File: config.mk
export PLATFORM = sky130hd
export DESIGN_NAME = sdram_port_arbiter
export DESIGN_NICKNAME = d
export VERILOG_FILES = /design/src/rtl/sdram_port_arbiter.sv
export SDC_FILE = /design/constraint.sdc
export NUM_CORES = 1
export LEC_CHECK = 0
export ABC_CLOCK_PERIOD_IN_PS = 3600
export CORE_MARGIN = 4
export CORE_UTILIZATION = 30
export CTS_BUF_LIST = sky130_fd_sc_hd__clkbuf_4 sky130_fd_sc_hd__clkbuf_8
export DETAILED_ROUTE_END_ITERATION = 8
export GPL_TIMING_DRIVEN = 0
export SLEW_MARGIN = 20
export SYNTH_ARGS = -nofsm -noshare
export SYNTH_HDL_FRONTEND = slang
export SYNTH_SLANG_ARGS = --single-unit
File: constraint.sdc
create_clock -name clk -period 3.6 [get_ports clk]
set_clock_uncertainty 0.15 [all_clocks]
set_input_delay 0.36 -clock clk [delete_from_list [all_inputs] [get_ports clk]]
set_output_delay 0.36 -clock clk [all_outputs]
set_load 0.01 [all_outputs]
File: src/rtl/sdram_port_arbiter.sv
// Three-way arbiter sharing one SDRAM controller channel between CPU, sound CPU and loader.
// One transaction at a time: grant, single-cycle m_req, wait for m_ready (or watchdog), ack owner.
module sdram_port_arbiter #(
  parameter int RR_MODE = 1,
  parameter int TIMEOUT = 255
) (
  input  logic        clk,
  input  logic        init,
  input  logic [25:0] p0_addr,
  input  logic [15:0] p0_din,
  input  logic        p0_rnw,
  input  logic [1:0]  p0_be_n,
  input  logic        p0_req,
  output logic        p0_ack,
  output logic [15:0] p0_dout,
  input  logic [25:0] p1_addr,
  input  logic [15:0] p1_din,
  input  logic        p1_rnw,
  input  logic [1:0]  p1_be_n,
  input  logic        p1_req,
  output logic        p1_ack,
  output logic [15:0] p1_dout,
  input  logic [25:0] p2_addr,
  input  logic [15:0] p2_din,
  input  logic        p2_rnw,
  input  logic [1:0]  p2_be_n,
  input  logic        p2_req,
  output logic        p2_ack,
  output logic [15:0] p2_dout,
  output logic [25:0] m_addr,
  output logic [15:0] m_din,
  output logic        m_rnw,
  output logic        m_udqm_n,
  output logic        m_ldqm_n,
  output logic        m_req,
  input  logic [15:0] m_dout,
  input  logic        m_ready,
  output logic        busy,
  output logic        timeout_err
);

  typedef enum logic [1:0] {
    IDLE = 2'd0,
    WAIT = 2'd1,
    HOLD = 2'd2
  } state_t;

  // Watchdog value on the last WAIT cycle before forced completion.
  localparam logic [7:0] WD_LAST = 8'(TIMEOUT - 1);

  state_t      state_reg;
  logic [1:0]  owner_reg;
  logic [1:0]  rr_last_reg;
  logic [7:0]  wd_reg;
  logic [25:0] m_addr_reg;
  logic [15:0] m_din_reg;
  logic        m_rnw_reg;
  logic        m_udqm_reg;
  logic        m_ldqm_reg;
  logic        m_req_reg;
  logic        busy_reg;
  logic        timeout_err_reg;

  logic [25:0] addr_a [3];
  logic [15:0] din_a  [3];
  logic [1:0]  be_a   [3];
  logic [2:0]  rnw_v;
  logic [2:0]  req_v;

  assign addr_a[0] = p0_addr;
  assign addr_a[1] = p1_addr;
  assign addr_a[2] = p2_addr;
  assign din_a[0]  = p0_din;
  assign din_a[1]  = p1_din;
  assign din_a[2]  = p2_din;
  assign be_a[0]   = p0_be_n;
  assign be_a[1]   = p1_be_n;
  assign be_a[2]   = p2_be_n;
  assign rnw_v     = {p2_rnw, p1_rnw, p0_rnw};
  assign req_v     = {p2_req, p1_req, p0_req};

  function automatic logic [1:0] next_port(input logic [1:0] p);
    return (p == 2'd2) ? 2'd0 : p + 2'd1;
  endfunction

  logic [1:0] search_order [3];
  logic [1:0] grant_idx;
  logic       grant_any;
  logic       complete;

  // Fixed priority is round-robin with the search always starting at port0.
  always_comb begin
    search_order[0] = (RR_MODE != 0) ? next_port(rr_last_reg) : 2'd0;
    search_order[1] = next_port(search_order[0]);
    search_order[2] = next_port(search_order[1]);
    grant_any       = |req_v;
    grant_idx       = search_order[2];
    for (int i = 2; i >= 0; i--) begin
      if (req_v[search_order[i]]) begin
        grant_idx = search_order[i];
      end
    end
  end

  // m_ready beats a simultaneous watchdog expiry.
  assign complete = (state_reg == WAIT) && (m_ready || (wd_reg == WD_LAST));

  always_ff @(posedge clk or posedge init) begin
    if (init) begin
      state_reg       <= IDLE;
      owner_reg       <= 2'd0;
      rr_last_reg     <= 2'd2;
      wd_reg          <= 8'd0;
      m_addr_reg      <= 26'd0;
      m_din_reg       <= 16'd0;
      m_rnw_reg       <= 1'b1;
      m_udqm_reg      <= 1'b0;
      m_ldqm_reg      <= 1'b0;
      m_req_reg       <= 1'b0;
      busy_reg        <= 1'b0;
      timeout_err_reg <= 1'b0;
    end else begin
      m_req_reg <= 1'b0;
      case (state_reg)
        IDLE: begin
          if (grant_any) begin
            owner_reg  <= grant_idx;
            m_addr_reg <= addr_a[grant_idx];
            m_din_reg  <= din_a[grant_idx];
            m_rnw_reg  <= rnw_v[grant_idx];
            m_udqm_reg <= rnw_v[grant_idx] ? 1'b0 : be_a[grant_idx][1];
            m_ldqm_reg <= rnw_v[grant_idx] ? 1'b0 : be_a[grant_idx][0];
            m_req_reg  <= 1'b1;
            wd_reg     <= 8'd0;
            busy_reg   <= 1'b1;
            state_reg  <= WAIT;
          end
        end
        WAIT: begin
          wd_reg <= wd_reg + 8'd1;
          if (complete) begin
            state_reg <= HOLD;
            if (!m_ready) begin
              timeout_err_reg <= 1'b1;
            end
            if (RR_MODE != 0) begin
              rr_last_reg <= owner_reg;
            end
          end
        end
        HOLD: begin
          state_reg <= IDLE;
          busy_reg  <= 1'b0;
        end
        default: begin
          state_reg <= IDLE;
          busy_reg  <= 1'b0;
        end
      endcase
    end
  end

  // Per-port completion strobe and read-data register; writes leave dout untouched.
  for (genvar gi = 0; gi < 3; gi++) begin : g_port
    logic        ack_reg;
    logic [15:0] dout_reg;
    logic        owned;

    assign owned = (owner_reg == 2'(gi));

    always_ff @(posedge clk or posedge init) begin
      if (init) begin
        ack_reg  <= 1'b0;
        dout_reg <= 16'd0;
      end else begin
        ack_reg <= complete && owned;
        if (complete && owned && m_rnw_reg) begin
          dout_reg <= m_ready ? m_dout : 16'hFFFF;
        end
      end
    end
  end

  assign p0_ack      = g_port[0].ack_reg;
  assign p1_ack      = g_port[1].ack_reg;
  assign p2_ack      = g_port[2].ack_reg;
  assign p0_dout     = g_port[0].dout_reg;
  assign p1_dout     = g_port[1].dout_reg;
  assign p2_dout     = g_port[2].dout_reg;
  assign m_addr      = m_addr_reg;
  assign m_din       = m_din_reg;
  assign m_rnw       = m_rnw_reg;
  assign m_udqm_n    = m_udqm_reg;
  assign m_ldqm_n    = m_ldqm_reg;
  assign m_req       = m_req_reg;
  assign busy        = busy_reg;
  assign timeout_err = timeout_err_reg;

endmodule
==> results of run 1 <==
layout by cell type, fill, tap and decap left out, types with 9 or more instances in the layout:
cell	n
clkdlybuf4s50_1	255
dfrtp_1	111
nand2_1	55
mux2i_1	48
nand3_1	48
o211ai_1	43
o22a_1	38
clkbuf_8	19
clkbuf_1	13
buf_2	13
nand2b_1	12
o32a_2	10
nor2_1	9
power by group:
part	switching, W	internal [W]
clock	0.000552	0.000649
sequential	0.000378	0.00188
combinational	0.00161	0.00184
total	0.00254	0.00437
cells in the mapped netlist, drive strengths merged:
master | number | area share
a21oi | 2 | 0.0019
a221oi | 2 | 0.0033
a22o | 2 | 0.0033
a31oi | 2 | 0.0024
a41oi | 1 | 0.0052
and2 | 1 | 0.0012
and2b | 1 | 0.0014
and3 | 2 | 0.0024
and3b | 1 | 0.0017
and4 | 1 | 0.0021
buf | 21 | 0.027
clkbuf | 13 | 0.0093
dfrtp | 111 | 0.53
dfstp | 2 | 0.010
ha | 2 | 0.0048
inv | 6 | 0.0043
mux2 | 2 | 0.0043
mux2i | 48 | 0.091
nand2 | 56 | 0.040
nand2b | 13 | 0.017
nand3 | 48 | 0.046
nand4 | 4 | 0.0048
nor2 | 11 | 0.011
nor2b | 3 | 0.0036
nor3 | 3 | 0.0050
nor3b | 2 | 0.0029
nor4b | 1 | 0.0017
o211ai | 43 | 0.061
o21a | 1 | 0.0014
o21ai | 4 | 0.0045
o21bai | 1 | 0.0014
o22a | 38 | 0.063
o22ai | 2 | 0.0024
o31ai | 2 | 0.0029
o32a | 10 | 0.021
or3 | 1 | 0.0012
or3b | 1 | 0.0017
or4b | 1 | 0.0019
xor2 | 1 | 0.0017
layer usage:
layer | part of all wire | vias to the layer above | routed length [µm]
li1 | - | 2289 | -
met1 | 0.40 | 2373 | 7360
met2 | 0.49 | 204 | 8940
met3 | 0.082 | 33 | 1490
met4 | 0.022 | 0 | 403
met5 | 0 | - | 0
area by class of cell:
| type | instances | area share |
|---|---|---|
| Tap cell | 225 | 0.0330 |
| Buffer | 34 | 0.0222 |
| Clock buffer | 19 | 0.0307 |
| Timing Repair Buffer | 256 | 0.303 |
| Sequential cell | 113 | 0.332 |
| Antenna cell | 1 | 0.000294 |
| Inverter | 6 | 0.00323 |
| Clock inverter | 12 | 0.0157 |
| Multi-Input combinational cell | 313 | 0.260 |
logic make-up (layout without fill, tap and decap cells):
logic type / Yosys count / in the layout / synth area share
simple gates: 150 / 150 / 0.145
flops: 113 / 113 / 0.538
fa+ha+maj: 2 / 2 / 0.00476
buf+inv: 40 / 327 / 0.0402
mux: 50 / 50 / 0.0956
xor+xnor: 1 / 1 / 0.00166
compound gates: 110 / 110 / 0.175
other cells: 0 / 1 / 0
final timing paths:
path	to	slack [ns]	cells after the start
min in group clk	timeout_err	0.34	1
worst max-delay path	m_rnw	1.45	1
max in group asynchronous	rr_last_reg[1]	2.38	3
worst min register to register	timeout_err	0.34	1
worst min-delay path	p0_dout[15]	0.18	2
worst max register to register	m_addr[6]	1.53	5
metrics by stage:
step / area, µm² / instances / setup slack [ns] / utilization
floorplan: 5260 / 466 / 0.106 / -
global placement: 8100 / 946 / -1.55 / 0.470
detailed placement: 8130 / 947 / 1.02 / 0.472
CTS: 8520 / 978 / 1.43 / 0.494
global route: 8530 / 979 / 1.37 / 0.495
finish: 8530 / 979 / 1.45 / 0.495
==> impl_results.md, run 1 <==
- Via count: 4899
- Vias per cell: 5.00
- Crit-path slowest cell: dfstp_2
- Crit path max fanout: 6
- Syn Inst Count: 466
- Final Cycle Share: 0.598
- CTS hold repair buffers: 0
- CP endpoint kind: primary output
- Footprint of the multi-input gates: 2220 µm²
- RSZ-0062 raised after global routing: false
- Drt first pass iters: 4
- Clock Sink Count: 113
- Relative slew slack: 0.618
- Num CTS Buffers: 17
- Final setup TNS: 0 ns
- # nets final: 900
- Core footprint: 17200 µm²
- CTS clk-pin slew, worst paths: 0.08 ns
- Critical path buffers and inverters: 1
- Max FFs per register: 26
- Initial antenna violation count: 1
- Vias in the first global route: around 5200
- Met3 global-route usage: 0.0727
- Post-CTS Setup Inserts: 0
- HPWL after DPL: 14200 µm
- Final setup vio count: 0
- Synth Register Bits: around 110
- Post-synth cell types: 48
- Setup crit start: m_rnw
- Die Y: approximately 140 µm
- Drt wl/cell: approximately 19 µm
- DRT iter0 DRCs: 147
- All-Layer GR Usage: 0.183
- Synth-to-Final Area Change: 62.0%
- Fill count: 1530
- Cell Pwr Density: 810 nW/µm²
- Post-route total power: slightly below 0.007 W
- Area of the mapped netlist: around 5300 µm²
- Met2 GRT Util: 0.308
- Pin count of the biggest net entering global routing: 64
- Syn Area/Cell: 11.3 µm²
- H-tree depth: 4
- Final Max Tran Viols: 0
- Crit path cell chain: clkdlybuf4s50_1
- Fin. Hold Viols: 0
- Die Wd: between 100 and 150 µm
- Setup crit start kind: register
- Grt total ovfl: 0
- Clk_lat worst skew: 0.44 ns
- Fin crit period: 2.15 ns
- Worst path arrival time: 1.64 ns
- Crit Path Category: reg -> out
- Status: complete, no violations
- Peak supply drop: 0.353 mV
- Port Buffers: 255
- Final GP Congestion: 0.835
- I/O pin cnt: around 260
- Yosys Warn Count: 0
- Worst-margin pin slew: 0.573 ns
- Register area: about 2800 µm²
- Leakage: 3.54 nW
- Met1 Use GR: 0.215
- Share of layout cells above drive strength 1: 0.104
- Grt peak-use layer: met2
- Worst path max stage delay: a little over 0.6 ns
- Clk buf depth: 2
- Root Driver: clkbuf_8
- Max Cap Viol: 0
- Worst Path Required: 3.09 ns
- Min-delay worst type: in -> async
- Row cnt: 48
- CTS tree: done
- Hold_ws: 0.181 ns
- Reg2Reg Launch Point: rr_last_reg[1]
- Starting density of the core: 0.305
- Delay-heaviest family, CP: flip-flops
- Mapped Nets: roughly 630
- Total Die Area: between 15000 and 20000 µm²
- Cts repair resizes: 0
- Post-synthesis sequential area ratio: 0.538
- ANT nets after route: 0
- First-pass GRT wire length: 28300 µm
- Total wire length: 18200 µm
- DRC errors left: 0
- F_max: roughly 460 MHz
(Power assumes the default switching activity.)
==> run 2: changes to the inputs <==
- ABC_CLOCK_PERIOD_IN_PS: 3600 -> 2100
- clock period: 3.6 -> 2.1 ns (I/O delays scaled with it)
==> impl_results.md, run 2 (synthesized netlist as in run 1, its figures left out) <==
- Status: complete, no violations
- Crit Path Category: reg -> reg
- Peak supply drop: 0.628 mV (+78%)
- Setup crit start kind: register
- Total wire length: 18200 µm (+0.12%)
- Post-route total power: 0.0119 W (+72%)
- Relative slew slack: 0.517 (-0.101)
- Worst-margin pin slew: 0.723 ns (+0.150 ns)
- DRT iter0 DRCs: 184 (+25%)
- Worst Path Required: 2.29 ns (-0.80 ns)
- Pin count of the biggest net entering global routing: 38 (-41%)
- Clk network pwr share: 0.171 (-0.003)
- I/O pin cnt: 256 (unchanged)
- Flop pwr share: 0.327 (about the same)
- Hold_ws: 0.0836 ns (-0.0972 ns)
- Post-place setup slack: -0.343 ns (-1.37 ns)
- Synth-to-Final Area Change: 63.1%
- All-Layer GR Usage: 0.183 (-0.000237)
- First-pass GRT wire length: 28400 µm (+0.41%)
- Die Wd: 140 µm (unchanged)
- Row cnt: 48 (unchanged)
- CP endpoint kind: register
- Via count: 4865 (-0.69%)
- Leakage: 3.57 nW (+0.94%)
- Reg2Reg Launch Point: rr_last_reg[1]
- Crit path max fanout: 10 (+4)
- Setup crit start: rr_last_reg[1]
- Fin. Hold Viols: 0 (unchanged)
- DRC errors left: 0 (unchanged)
- RSZ-0062 raised after global routing: true
- Pint: 0.00751 W (+72%)
- Sw Ratio: 0.367 (-0.00140)
- Num CTS Buffers: 17 (unchanged)
- Final GP Congestion: 0.808 (-3.2%)
- Reg2reg setup slack: 0.07 ns (-1.46 ns)
- Antenna cells: 0 (-1)
- Share of layout cells above drive strength 1: 0.109 (+0.00502)
- Final setup TNS: 0 ns (unchanged)
- Worst path arrival time: 2.22 ns (+0.58 ns)
- HPWL after DPL: 14300 µm (+0.78%)
- Final Max Tran Viols: 0 (unchanged)
- Port Buffers: 255 (unchanged)
- Part of the power in combinational logic: 0.503 (+0.003)
- Starting density of the core: 0.305 (unchanged)
- Die Y: 140 µm (unchanged)
- Final setup vio count: 0 (unchanged)
- Drt first pass iters: 4 (unchanged)
- Vias in the first global route: 5318 (+1.5%)
- ANT nets after route: 0 (unchanged)
- Max Cap Viol: 0 (unchanged)
- CTS clk-pin slew, worst paths: 0.09 ns (about the same)
- CTS tree: done
- Commonest non-fill, non-tap cell in the layout: clkdlybuf4s50_1
- Min-delay worst type: in -> async
- Core footprint: 17200 µm² (unchanged)
- Post-Layout Cell Count: 980 (+0.10%)
- Setup ws final: 0.0699 ns (-1.38 ns)
- Total Die Area: 19700 µm² (unchanged)
- Clock Sink Count: 113 (unchanged)
- Grt total ovfl: 0 (unchanged)
- Vias per cell: 4.96 (-0.80%)
- Fin crit period: 2.03 ns
- Root Driver: clkbuf_8
- F_max: roughly 500 MHz
- Most frequent cells in the layout: clkdlybuf4s50_1 (255), dfrtp_1 (111), nand2_1 (54)
- Clk buf depth: 2 (unchanged)
- # nets final: 902 (+0.22%)
- Final Cycle Share: 0.967
- H-tree depth: 4 (unchanged)
- Initial antenna violation count: 0 (-1)
- Cells after DPL: 949 (+0.21%)
- Cell Pwr Density: 1380 nW/µm² (+71%)
- Drt wl/cell: 18.6 µm (about the same)
- Clk_lat worst skew: 0.42 ns (-0.02 ns)
- Switching power total: 0.00435 W (+71%)
- Max FFs per register: 26 (unchanged)
run 2: cell types whose count changed in the layout (fill, tap and decap cells not counted), sizes merged:
cell      before  now
buf           22   17
clkbuf        32   39
clkinv         3    6
clkinvlp       5    3
diode          1    0
inv            8    7
run 2: power groups by stage:
stage,Clock [W],Sequential (W),Combinational (W)
finish,0.00202,0.00388,0.00597
global route,0.00220,0.00400,0.00645
CTS,0.00209,0.00388,0.00602
detailed placement,0,0.00390,0.00601
global placement,0,0.00387,0.00589
floorplan,0,0.00422,0.00255
run 2: metrics by stage:
| stage | cell area, µm² | utilization |
|---|---|---|
| finish | 8580 | 0.498 |
| global route | 8580 | 0.498 |
| CTS | 8560 | 0.496 |
| detailed placement | 8170 | 0.474 |
| global placement | 8100 | 0.470 |
| floorplan | 5270 | - |
run 2: area by class of cell:
cell class	instances	area [µm²]
fillers	1519	8660
flip-flops and latches	113	2830
repair buffers	258	2620
multi-input cells	313	2220
well taps	225	282
clock buffers	19	255
plain buffers	34	210
clock inverters	12	134
inverters	6	26.3
run 2: metal layers:
metal | global-route usage | part of all wire | vias up
met5 | 0 | 0 | -
met4 | 0.0581 | 0.015 | 0
met3 | 0.0679 | 0.088 | 19
met2 | 0.309 | 0.49 | 208
met1 | 0.215 | 0.40 | 2344
li1 | - | - | 2294
run 2: worst max-delay path, stage by stage (launching register included):
cell      delay, ns
dfstp_2        0.58
or3b_2         0.48
o21ai_2        0.21
clkbuf_4       0.32
nand3_1        0.09
o211ai_1       0.12
run 2: worst paths after layout:
| path | end | cells after the start |
|---|---|---|
| max in group asynchronous | rr_last_reg[1] | 4 |
| worst max-delay path | m_din[5] | 5 |
| worst min register to register | p1_dout[0] | 1 |
| worst max register to register | m_din[5] | 5 |
| min in group clk | m_addr[22] | 3 |
| worst min-delay path | m_din[3] | 2 |
run 2: what timing repair did:
item                       in CTS  in global routing
setup endpoints to repair       0                 40
hold buffers                    0                  0
gates resized for setup         0                 12
buffers inserted                0                  0
